[src/rtl/ps2_dir_scheduler.sv]
// rtl/ps2_dir_scheduler.sv - PS/2 scancode to queued snake direction scheduler
// Optional macro PS2_ARROW_KEYS_EN enables extended arrow-key decode.
module ps2_dir_scheduler #(
  parameter int QDEPTH = 4
) (
  input  logic                      clk,
  input  logic                      rst,
  input  logic                      byte_valid,
  input  logic [7:0]                byte_data,
  input  logic                      tick,
  output logic                      up,
  output logic                      down,
  output logic                      left,
  output logic                      right,
  output logic                      dir_changed,
  output logic [$clog2(QDEPTH):0]   q_count,
  output logic                      drop
);

  localparam int PW = $clog2(QDEPTH);
  localparam int CW = PW + 1;
  localparam logic [CW-1:0] FULL_CNT = CW'(QDEPTH);

  typedef enum logic [1:0] {S_IDLE, S_BRK, S_EXT, S_EXT_BRK} state_e;

  state_e          state_q, state_d;
  logic [1:0]      mem_q [QDEPTH];
  logic [PW-1:0]   wr_ptr_q, rd_ptr_q, tail_ptr;
  logic [CW-1:0]   count_q;
  logic [1:0]      dir_q;
  logic [3:0]      dir_oh_q;
  logic            dir_changed_q, drop_q;
  logic            press_vld;
  logic [1:0]      press_dir, ref_dir;
  logic            accept, pop, full, enq, drop_d;

  // Returns {valid, dir}; dir codes: 00 up, 01 down, 10 left, 11 right.
  function automatic logic [2:0] decode_base(input logic [7:0] b);
    case (b)
      8'h1D:   decode_base = 3'b100;
      8'h1B:   decode_base = 3'b101;
      8'h1C:   decode_base = 3'b110;
      8'h23:   decode_base = 3'b111;
      default: decode_base = 3'b000;
    endcase
  endfunction

  function automatic logic [2:0] decode_ext(input logic [7:0] b);
`ifdef PS2_ARROW_KEYS_EN
    case (b)
      8'h75:   decode_ext = 3'b100;
      8'h72:   decode_ext = 3'b101;
      8'h6B:   decode_ext = 3'b110;
      8'h74:   decode_ext = 3'b111;
      default: decode_ext = 3'b000;
    endcase
`else
    decode_ext = {1'b0, b[1:0] & 2'b00};
`endif
  endfunction

  always_comb begin
    state_d   = state_q;
    press_vld = 1'b0;
    press_dir = 2'b00;
    if (byte_valid) begin
      unique case (state_q)
        S_IDLE: begin
          if (byte_data == 8'hF0)      state_d = S_BRK;
          else if (byte_data == 8'hE0) state_d = S_EXT;
          else {press_vld, press_dir} = decode_base(byte_data);
        end
        S_EXT: begin
          if (byte_data == 8'hF0) state_d = S_EXT_BRK;
          else begin
            state_d = S_IDLE;
            {press_vld, press_dir} = decode_ext(byte_data);
          end
        end
        S_BRK, S_EXT_BRK: state_d = S_IDLE;
        default:          state_d = S_IDLE;
      endcase
    end
  end

  // Presses are judged against the last queued direction so repeats and
  // reversals are filtered relative to what the snake will be doing then.
  assign tail_ptr = wr_ptr_q - PW'(1);
  assign ref_dir  = (count_q != '0) ? mem_q[tail_ptr] : dir_q;
  assign accept   = press_vld && (press_dir != ref_dir) &&
                    (press_dir != {ref_dir[1], ~ref_dir[0]});
  assign full     = (count_q == FULL_CNT);
  assign pop      = tick && (count_q != '0);
  assign enq      = accept && (!full || pop);
  assign drop_d   = accept && full && !pop;

  always_ff @(posedge clk) begin
    if (enq) mem_q[wr_ptr_q] <= press_dir;
  end

  always_ff @(posedge clk or posedge rst) begin
    if (rst) begin
      state_q       <= S_IDLE;
      wr_ptr_q      <= '0;
      rd_ptr_q      <= '0;
      count_q       <= '0;
      dir_q         <= 2'b11;
      dir_oh_q      <= 4'b1000;
      dir_changed_q <= 1'b0;
      drop_q        <= 1'b0;
    end else begin
      state_q       <= state_d;
      dir_changed_q <= pop;
      drop_q        <= drop_d;
      if (enq) wr_ptr_q <= wr_ptr_q + PW'(1);
      if (pop) begin
        rd_ptr_q <= rd_ptr_q + PW'(1);
        dir_q    <= mem_q[rd_ptr_q];
        dir_oh_q <= 4'b0001 << mem_q[rd_ptr_q];
      end
      case ({enq, pop})
        2'b10:   count_q <= count_q + CW'(1);
        2'b01:   count_q <= count_q - CW'(1);
        default: count_q <= count_q;
      endcase
    end
  end

  assign up          = dir_oh_q[0];
  assign down        = dir_oh_q[1];
  assign left        = dir_oh_q[2];
  assign right       = dir_oh_q[3];
  assign dir_changed = dir_changed_q;
  assign drop        = drop_q;
  assign q_count     = count_q;

endmodule

[config.mk]
export PLATFORM = sky130hd
export DESIGN_NAME = ps2_dir_scheduler
export DESIGN_NICKNAME = d
export VERILOG_FILES = /design/src/rtl/ps2_dir_scheduler.sv
export SDC_FILE = /design/constraint.sdc
export NUM_CORES = 1
export LEC_CHECK = 0
export CAP_MARGIN = 10
export CORE_UTILIZATION = 55
export CTS_CLUSTER_DIAMETER = 30
export DETAILED_ROUTE_END_ITERATION = 12
export PLACE_DENSITY = 0.85
export REMOVE_ABC_BUFFERS = 1
export SKIP_LAST_GASP = 1
export SYNTH_ARGS = -nofsm -noshare
export SYNTH_HDL_FRONTEND = slang
export SYNTH_SLANG_ARGS = --single-unit
[constraint.sdc]
create_clock -name clk -period 4.9 [get_ports clk]
set_input_delay 0.49 -clock clk [delete_from_list [all_inputs] [get_ports clk]]
set_output_delay 0.49 -clock clk [all_outputs]
set_load 0.005 [all_outputs]
# After elaboration in Yosys (flattened, before gate mapping)
# Memory sizes are Yosys's and may differ from the RTL's.
# Index checks and enable logic that the tools add are counted.
dict set report totals {
  reg_bits 17
  n_memories 1
  output_inout_bits 9
  wordCells 62
  mem_bits_rw 8
}
# memory depth width read_ports rd_ports_with_merged_regs wr line_no
set memory_table {}
lappend memory_table {mem_q 4 2 2 0 1 27} ;# logic [1:0] mem_q [QDEPTH];
dict set report op_classes {
  eq_ne 15
  reduce_logical 14
  bitwise 1
  shifts 1
  n_mux 17
  add_sub_neg 5
}
# op n
set op_table {}
lappend op_table {{$eq 8x5->1 const B} 3}
lappend op_table {{$eq 8x8->1 const B} 2}
lappend op_table {{$mux 2} 8}
lappend op_table {{$pmux 3 s4} 1}
lappend op_table {{$eq 8x6->1 const B} 1}
lappend op_table {{$eq 2x2->1 const B} 3}
lappend op_table {{$logic_and 1x1->1} 6}
lappend op_table {{$mux 1} 6}
lappend op_table {{$pmux 2 s3} 1}
lappend op_table {{$pmux 3 s2} 1}
lappend op_table {{$add 2x1->2 const B} 2}
lappend op_table {{$eq 2x1->1 const B} 2}
lappend op_table {{$ne 2x2->1} 2}
lappend op_table {{$shl 1x2->4 const A} 1}
lappend op_table {{$add 3x1->3 const B} 1}
lappend op_table {{$eq 3x3->1 const B} 1}
lappend op_table {{$ne 3x3->1 const B} 1}
lappend op_table {{$reduce_bool 3->1} 1}
lappend op_table {{$sub 3x1->3 const B} 1}
lappend op_table {{$logic_not 1->1} 2}
lappend op_table {{$logic_not 2->1} 1}
lappend op_table {{$reduce_and 2->1} 1}
lappend op_table {{$reduce_bool 2->1} 1}
lappend op_table {{$reduce_or 2->1} 1}
lappend op_table {{3 further kinds} 3}

# Longest topological paths before layout
# Gate-level depths: netlist of run 1.
dict set report depth {
  word_depth 12
  ltp_mapped 10
  ltp_nobuf 10
}

# Worst setup path before layout of run 1
# Ideal clock, no wire load.
dict set report synth_path {
  path_type {reg2reg}
  start {reg wr_ptr_q[0]}
  end {reg count_q[2] (netlist: q_count[2])}
  required_ns 4.774
  t_arrival_ns 2.700
  period_less_slack_ns 2.826
  stages_incl_launch_ff 11
  setup_slack_ns 2.074
  setup_ns 0.126
  path_cell_list {dfrtp_1 -> inv_1 -> ha_1 -> mux4_2 -> mux2i_1 -> o21bai_1 -> o21ai_1 -> inv_1 -> fa_1 -> mux2i_4 -> xor2_1}
}
dict set report synth_between {
  elab_chain_len 9
  elab_cells_between_ends 13
  cone_classes {add/sub (1); eq/ne (4); mux (2); bitwise (1); reduce/logical (4); memory (1)}
}
# element line_no
set synth_lines {}
lappend synth_lines {{start: declaration} 28} ;# logic [PW-1:0] wr_ptr_q, rd_ptr_q, tail_ptr;
lappend synth_lines {{start signal: assignment} 115} ;# if (enq) wr_ptr_q <= wr_ptr_q + PW'(1);
lappend synth_lines {{$sub 2x1->2 (*)} 88} ;# assign tail_ptr = wr_ptr_q - PW'(1);
lappend synth_lines {{net tail_ptr[0]} 28}
lappend synth_lines {{$mem_v2 4x2 (*)} --}
lappend synth_lines {{$mux 2 (*)} 89} ;# assign ref_dir = (count_q != '0) ? mem_q[tail_ptr] : dir_q;
lappend synth_lines {{$ne 2x2->1 or $not 1->1 (tied branches)} {90, 91}}
lappend synth_lines {{$logic_and 1x1->1 or $ne 2x2->1 (tied branches)} {90, 91}}
lappend synth_lines {{$logic_and 1x1->1 (*)} 90} ;# assign accept = press_vld && (press_dir != ref_dir) &&
lappend synth_lines {{$logic_and 1x1->1 (*)} 94} ;# assign enq = accept && (!full || pop);
lappend synth_lines {{$eq 2x1->1 or $eq 2x2->1 (tied branches)} 121} ;# case ({enq, pop})
lappend synth_lines {{$pmux 3 s2 or $reduce_bool 2->1 (tied branches)} --}
lappend synth_lines {{end signal: assignment} 122} ;# 2'b10: count_q <= count_q + CW'(1);
lappend synth_lines {{end signal: assignment} 123} ;# 2'b01: count_q <= count_q - CW'(1);
lappend synth_lines {{end signal: assignment} 124} ;# default: count_q <= count_q;
lappend synth_lines {{end: declaration} 29} ;# logic [CW-1:0] count_q;
# Mark *: on every way through the listed nets, which the timed path passes. The rest lies on a longest branch.
# A chain may end at the register's enable or synchronous reset.

# Final worst setup path of run 1
# Same ends and word-level chain as after synthesis.

==> reports/qor.yml, run 1 <==
core_region_area_um2: 2042
final_common_cell: "clkdlybuf4s50_1"
io_buffers: 20
io_pins: 21
placed_area_um2: 1476
clk_pin_slew_ps: 130
crit_path_end_kind: "flip-flop"
cts.path.max_buffers: 2
path_class: "reg2reg"
globalRouteTotalUtil_pct: 21.05
crit_required_ps: 5110
timing.final.ws_setup_ps: 1761
dieArea_um2: 2453
ctsHoldBuffers: 0
cts_tree: "built"
diodes: 0
grt_first_pass_wirelength_mm: 3.815
total_leakage_power_nw: 0.6442
ys_warn_count: 0
layout_common_cells: "20 x clkdlybuf4s50_1, 15 x nand2_1, 14 x dfrtp_1, 8 x edfxtp_1, 7 x nor2_1"
numCtsBuffers: 3
place_ws_ps: 1705
dpl.hpwl_mm: 1.810
seq_area_frac_synth_pct: 51.76
avgSynthCellArea_um2: 11.95
arrival_ps: 3350
cap_violations: 0
drv_slew: 0
detail_route.vias_per_cell: 5.684
maxSlewHeadroom_pct: 54.56
finalSetupViolations: 0
timing.final.crit_share_pct: 64.05
cts_resized: 0
fin_worst_skew_ps: 0.9873
fmaxAchievable_mhz: 318.6
cts_root_buffer: "clkbuf_4"
synth_edf_count: 8
die_w_um: 49.53
synth_flop_cell: "dfrtp_1"
postCtsSetupRepairBufs: 0
hold_viol_final: 0
ant_nets: 0
drcViolationCount: 0
hold_path.class: "reg2reg"
grt_max_degree: 17
rows: 16
synthArstFlopShare_pct: 66.67
vias: 881
antenna_found_initial: 0
vdd_ir_drop_max_mv: 0.2771
numClockSinks: 24
dr.pass1.iters: 4
synth_area_um2: 1242
globalplace.congestion: 0.8493
fin_area_um2: 1529
wl_mm: 2.265
finalPower_uw: 795.6
syn_inst: 104
fin_nets: 146
layout-drive-gt1-share_pct: 12.50
h-tree-depth: 1
worst_slew_pin_slew_ps: 672.1
start_util_pct: 60.85
path_max_fanout: 4
synth_area_leaders: "dfrtp_1 28%, edfxtp_1 19%, mux4_2 5.4%"
grt_setup_unrepaired: "false"
fin_hold_ws_ps: 473.7
grt_overflow_total: 0
synthDistinctLibCells: 41
yosys.area.top_type_share_pct: 28.20
drtIter0Drc: 17
chipHeight_um: 49.53
area_delta_synth_final_pct: 23.06
worstSetupStartpointType: "flip-flop"
status: "finished clean"
ys_ff_latch: 24
wire_per_inst_um: 14.61
clock_latency_ps: 310
period_needed_ps: 3139
netlist.top_cell.by_area: "dfrtp_1"
grt_pass1_vias: 892
finalSetupTns_ps: 0
power_density_nw_per_um2: 520.4
-- through the flow --
step | std cells | util, %
after floorplan | 104 | -
after detailed placement | 151 | 72.30
after CTS | 155 | 74.88
final | 155 | 74.88
after global routing | 155 | 74.88
after global placement | 151 | 72.30
-- cell usage after synthesis (2+ instances only) --
cell type and number:
and2_1 4, and4_1 2, dfrtp_1 14, dfstp_2 2
edfxtp_1 8, ha_1 4, inv_1 6, mux4_2 3
nand2_1 15, nand3b_1 2, nor2_1 7, nor4_1 2
nor4b_1 2, o21ai_0 2, xnor2_1 3, xor2_1 3
-- final cells by class --
cell class                 instances  area, um2
tap                               27      33.78
timing repair buffer              20      200.2
clock inverter                     1      30.03
inverter                           7      26.28
clock buffer                       3      22.52
multi-input combinational         73      573.1
fill                             159      513.0
sequential                        24      643.1
-- cell families (layout without fill, tap and decap cells) --
family	count (synthesis)	after routing	synth area share (%)
AO/OA/AOI/OAI	8	8	4.432
XOR/XNOR	6	6	4.230
adder cells (fa/ha/maj)	5	5	5.640
buffers and inverters	7	31	2.114
flip-flops	24	24	51.76
multiplexers	6	6	8.962
AND/OR/NAND/NOR	48	48	22.86
-- power breakdown --
| part | internal (mW) | switching (mW) | total [mW] |
|---|---|---|---|
| Clock | 0.0827 | 0.0589 | 0.142 |
| Sequential | 0.270 | 0.0511 | 0.321 |
| Combinational | 0.180 | 0.152 | 0.333 |
| Total | 0.533 | 0.262 | 0.796 |
-- critical path, cell delays in order, from the launching register on --
cell      delay [ps]
dfrtp_1          430
inv_1            110
ha_1             340
mux4_2           530
mux2i_1          260
o21bai_1         140
o21ai_1          330
inv_1            100
fa_1             430
mux2i_4          210
xor2_1           160
-- sequential cells by signal, summed over array words and instances (netlist names) --
register and count:
mem_q 8, dir_oh_q 4, q_count 3, rd_ptr_q 2, state_q 2, wr_ptr_q 2, dir_changed 1, dir_q 1
drop 1
-- worst paths after layout --
check                                             start                      end  slack (ps)  depth (start not counted)
worst max-delay path            wr_ptr_q[0]$_DFFE_PP0P_   q_count[2]$_DFFE_PP0P_        1760                         10
worst min-delay path            dir_oh_q[3]$_DFFE_PP1P_  dir_oh_q[3]$_DFFE_PP1P_         470                          2
worst max register to register  wr_ptr_q[0]$_DFFE_PP0P_   q_count[2]$_DFFE_PP0P_        1760                         10
worst min register to register  dir_oh_q[3]$_DFFE_PP1P_  dir_oh_q[3]$_DFFE_PP1P_         470                          2
max in group asynchronous                           rst  rd_ptr_q[1]$_DFFE_PP0P_        3990                          2
min in group asynchronous                           rst    dir_changed$_DFF_PP0_         530                          2
-- per-layer routing --
metal | track usage [%] | wire length [um]
met5 | 0 | 0
met4 | 8.571 | 40
met1 | 24.32 | 945
met3 | 3.395 | 84
met2 | 38.29 | 1194
No activity file was read; power rests on OpenSTA's default activity.
==> run 2: changes to the inputs <==
Settings changed: CORE_UTILIZATION 55 to 51, PLACE_DENSITY 0.85 to 0.8.
Clock period 4.9 ns to 3.1 ns, I/O delays scaled along.
==> reports/qor.yml, run 2 (synthesis gave the netlist of run 1 again) <==
arrival_ps: 3020  # -330 ps
die_w_um: 51.36  # +3.7%
pwr-share-seq_pct: 40.2  # -0.2 points
finalSetupTns_ps: 0  # unchanged
reg2reg_depth: 10  # unchanged
io_pins: 21  # unchanged
fin_nets: 148  # +1.4%
r2r_start: "wr_ptr_q[0]$_DFFE_PP0P_"
setup.worst_path.end: "q_count[2]$_DFFE_PP0P_"
wire_per_inst_um: 14.11  # -3.5%
hold_viol_final: 0  # unchanged
dpl.hpwl_mm: 1.773  # -2.1%
h-tree-depth: 1  # unchanged
clock_latency_ps: 310  # about the same
crit_required_ps: 3310  # -1800 ps
cap_violations: 0  # unchanged
numClockSinks: 24  # unchanged
worstSetupStartpointType: "flip-flop"
combinationalPowerShare_pct: 42.2  # +0.4 points
ant_nets: 0  # unchanged
area_delta_synth_final_pct: 24.37
clk_pin_slew_ps: 130  # about the same
cts.path.max_buffers: 2  # unchanged
grt_setup_unrepaired: "false"
start_util_pct: 55.11  # -5.7 points
placed_area_um2: 1493  # +1.1%
io_buffers: 20  # unchanged
maxSlewHeadroom_pct: 54.65  # +0.087 points
p_sw_uw: 409.9  # +56%
core_region_area_um2: 2255  # +10%
netSwitchingFraction_pct: 32.31  # -0.66 points
cts_tree: "built"
dr.pass1.iters: 4  # unchanged
r2r_slack_ps: 290  # -1470 ps
worst_slew_pin_slew_ps: 674.1  # +1.953 ps
largest_register_ffs: 8  # unchanged
drtIter0Drc: 13  # -4
layout-drive-gt1-share_pct: 13.85  # +1.3 points
globalplace.congestion: 0.7864  # -7.4%
path_max_fanout: 4  # unchanged
finalSetupViolations: 0  # unchanged
rows: 17  # +1
grt_max_degree: 17  # unchanged
diodes: 0  # unchanged
period_needed_ps: 2812  # -327.0 ps
fmaxAchievable_mhz: 355.7  # +12%
clkPwrFrac_pct: 17.7  # about the same
p_int_uw: 858.7  # +61%
crit_path_end_kind: "flip-flop"
fin_cells: 158  # +1.9%
layout_common_cells: "20 x clkdlybuf4s50_1, 15 x nand2_1, 14 x dfrtp_1, 8 x edfxtp_1, 7 x nor2_1"
path_class: "reg2reg"
dieArea_um2: 2637  # +7.5%
numCtsBuffers: 3  # unchanged
wl_mm: 2.229  # -1.6%
vias: 870  # -1.2%
total_leakage_power_nw: 0.6541  # +1.5%
power_density_nw_per_um2: 821.0  # +58%
regMostFlops: "mem_q"
drv_slew: 0  # unchanged
detail_route.vias_per_cell: 5.506  # -3.1%
drcViolationCount: 0  # unchanged
grt_overflow_total: 0  # unchanged
fin_area_um2: 1545  # +1.1%
cts_root_buffer: "clkbuf_4"
hold_path.class: "in2async"
vdd_ir_drop_max_mv: 0.5362  # +93%
globalRouteTotalUtil_pct: 19.82  # -1.2 points
timing.final.ws_setup_ps: 288.4  # -1473 ps
chipHeight_um: 51.36  # +3.7%
antenna_found_initial: 0  # unchanged
crit_start: "wr_ptr_q[0]$_DFFE_PP0P_"
fin_worst_skew_ps: 1.966  # +0.9791 ps
grt_pass1_vias: 830  # -7.0%
postCtsSetupRepairBufs: 0  # unchanged
ctsHoldBuffers: 0  # unchanged
grt_first_pass_wirelength_mm: 3.698  # -3.1%
final_common_cell: "clkdlybuf4s50_1"
place_ws_ps: 276.6  # -1428 ps
cts_resized: 0  # unchanged
status: "finished clean"
timing.rr.end: "q_count[2]$_DFFE_PP0P_"
timing.final.crit_share_pct: 90.70  # +27 points
dp_cells: 154  # +2.0%
[run 2: layout make-up]
| class | instances | area (um2) |
|---|---|---|
| inverters | 7 | 26.28 |
| clock buffers | 3 | 22.52 |
| well taps | 28 | 35.03 |
| flip-flops and latches | 24 | 643.1 |
| repair buffers | 22 | 215.2 |
| clock inverters | 1 | 30.03 |
| multi-input cells | 73 | 573.1 |
| fillers | 198 | 709.4 |
[run 2: through the flow]
step | power, mW | hold slack [ps] | utilization [%]
final | 1.269 | 360.2 | 68.54
after global routing | 1.358 | 410.9 | 68.54
after CTS | 1.285 | 376.0 | 68.54
after detailed placement | 1.060 | 452.1 | 66.20
after global placement | 1.025 | 442.7 | 66.20
after floorplan | 0.8546 | 222.3 | -
[run 2: power by group through the flow]
stage | Clock [mW] | Combinational (mW) | Sequential [mW]
floorplan | 0 | 0.351 | 0.503
global placement | 0 | 0.515 | 0.510
detailed placement | 0 | 0.543 | 0.517
CTS | 0.230 | 0.543 | 0.512
global route | 0.238 | 0.596 | 0.525
finish | 0.224 | 0.535 | 0.510
[run 2: worst min-delay path by stage]
stage,startpoint,endpoint,slack [ps],cells after the start
global route,rst,dir_oh_q[0]$_DFFE_PP0P_,410,2
global placement,dir_oh_q[3]$_DFFE_PP1P_,dir_oh_q[3]$_DFFE_PP1P_,440,2
finish,rst,drop$_DFF_PP0_,360,2
floorplan,rst,dir_changed$_DFF_PP0_,220,1
detailed placement,dir_q[1]$_DFFE_PP1P_,dir_q[1]$_DFFE_PP1P_,450,2
CTS,rst,dir_oh_q[0]$_DFFE_PP0P_,380,2
[run 2: layer usage]
| layer | share of wire, % | track usage (%) | up-vias |
|---|---|---|---|
| met1 | 42 | 23.17 | 416 |
| met2 | 52 | 35.53 | 26 |
| met3 | 4.1 | 2.679 | 4 |
| met5 | 0 | 0 | - |
| li1 | - | - | 424 |
| met4 | 2.1 | 9.459 | 0 |
[run 2: critical path, cell delays in order, from the launching register on]
cell,delay [ps]
dfrtp_1,430
inv_1,110
ha_1,330
mux4_2,510
mux2i_1,220
o21bai_1,110
o21ai_1,160
inv_1,70
fa_1,420
mux2i_4,210
xor2_1,140
==> run 3: changes to the inputs <==
Settings changed: SLEW_MARGIN set to 20.
==> results of run 3 <==
Final layout, timing and power as in run 2 (identical DEF).
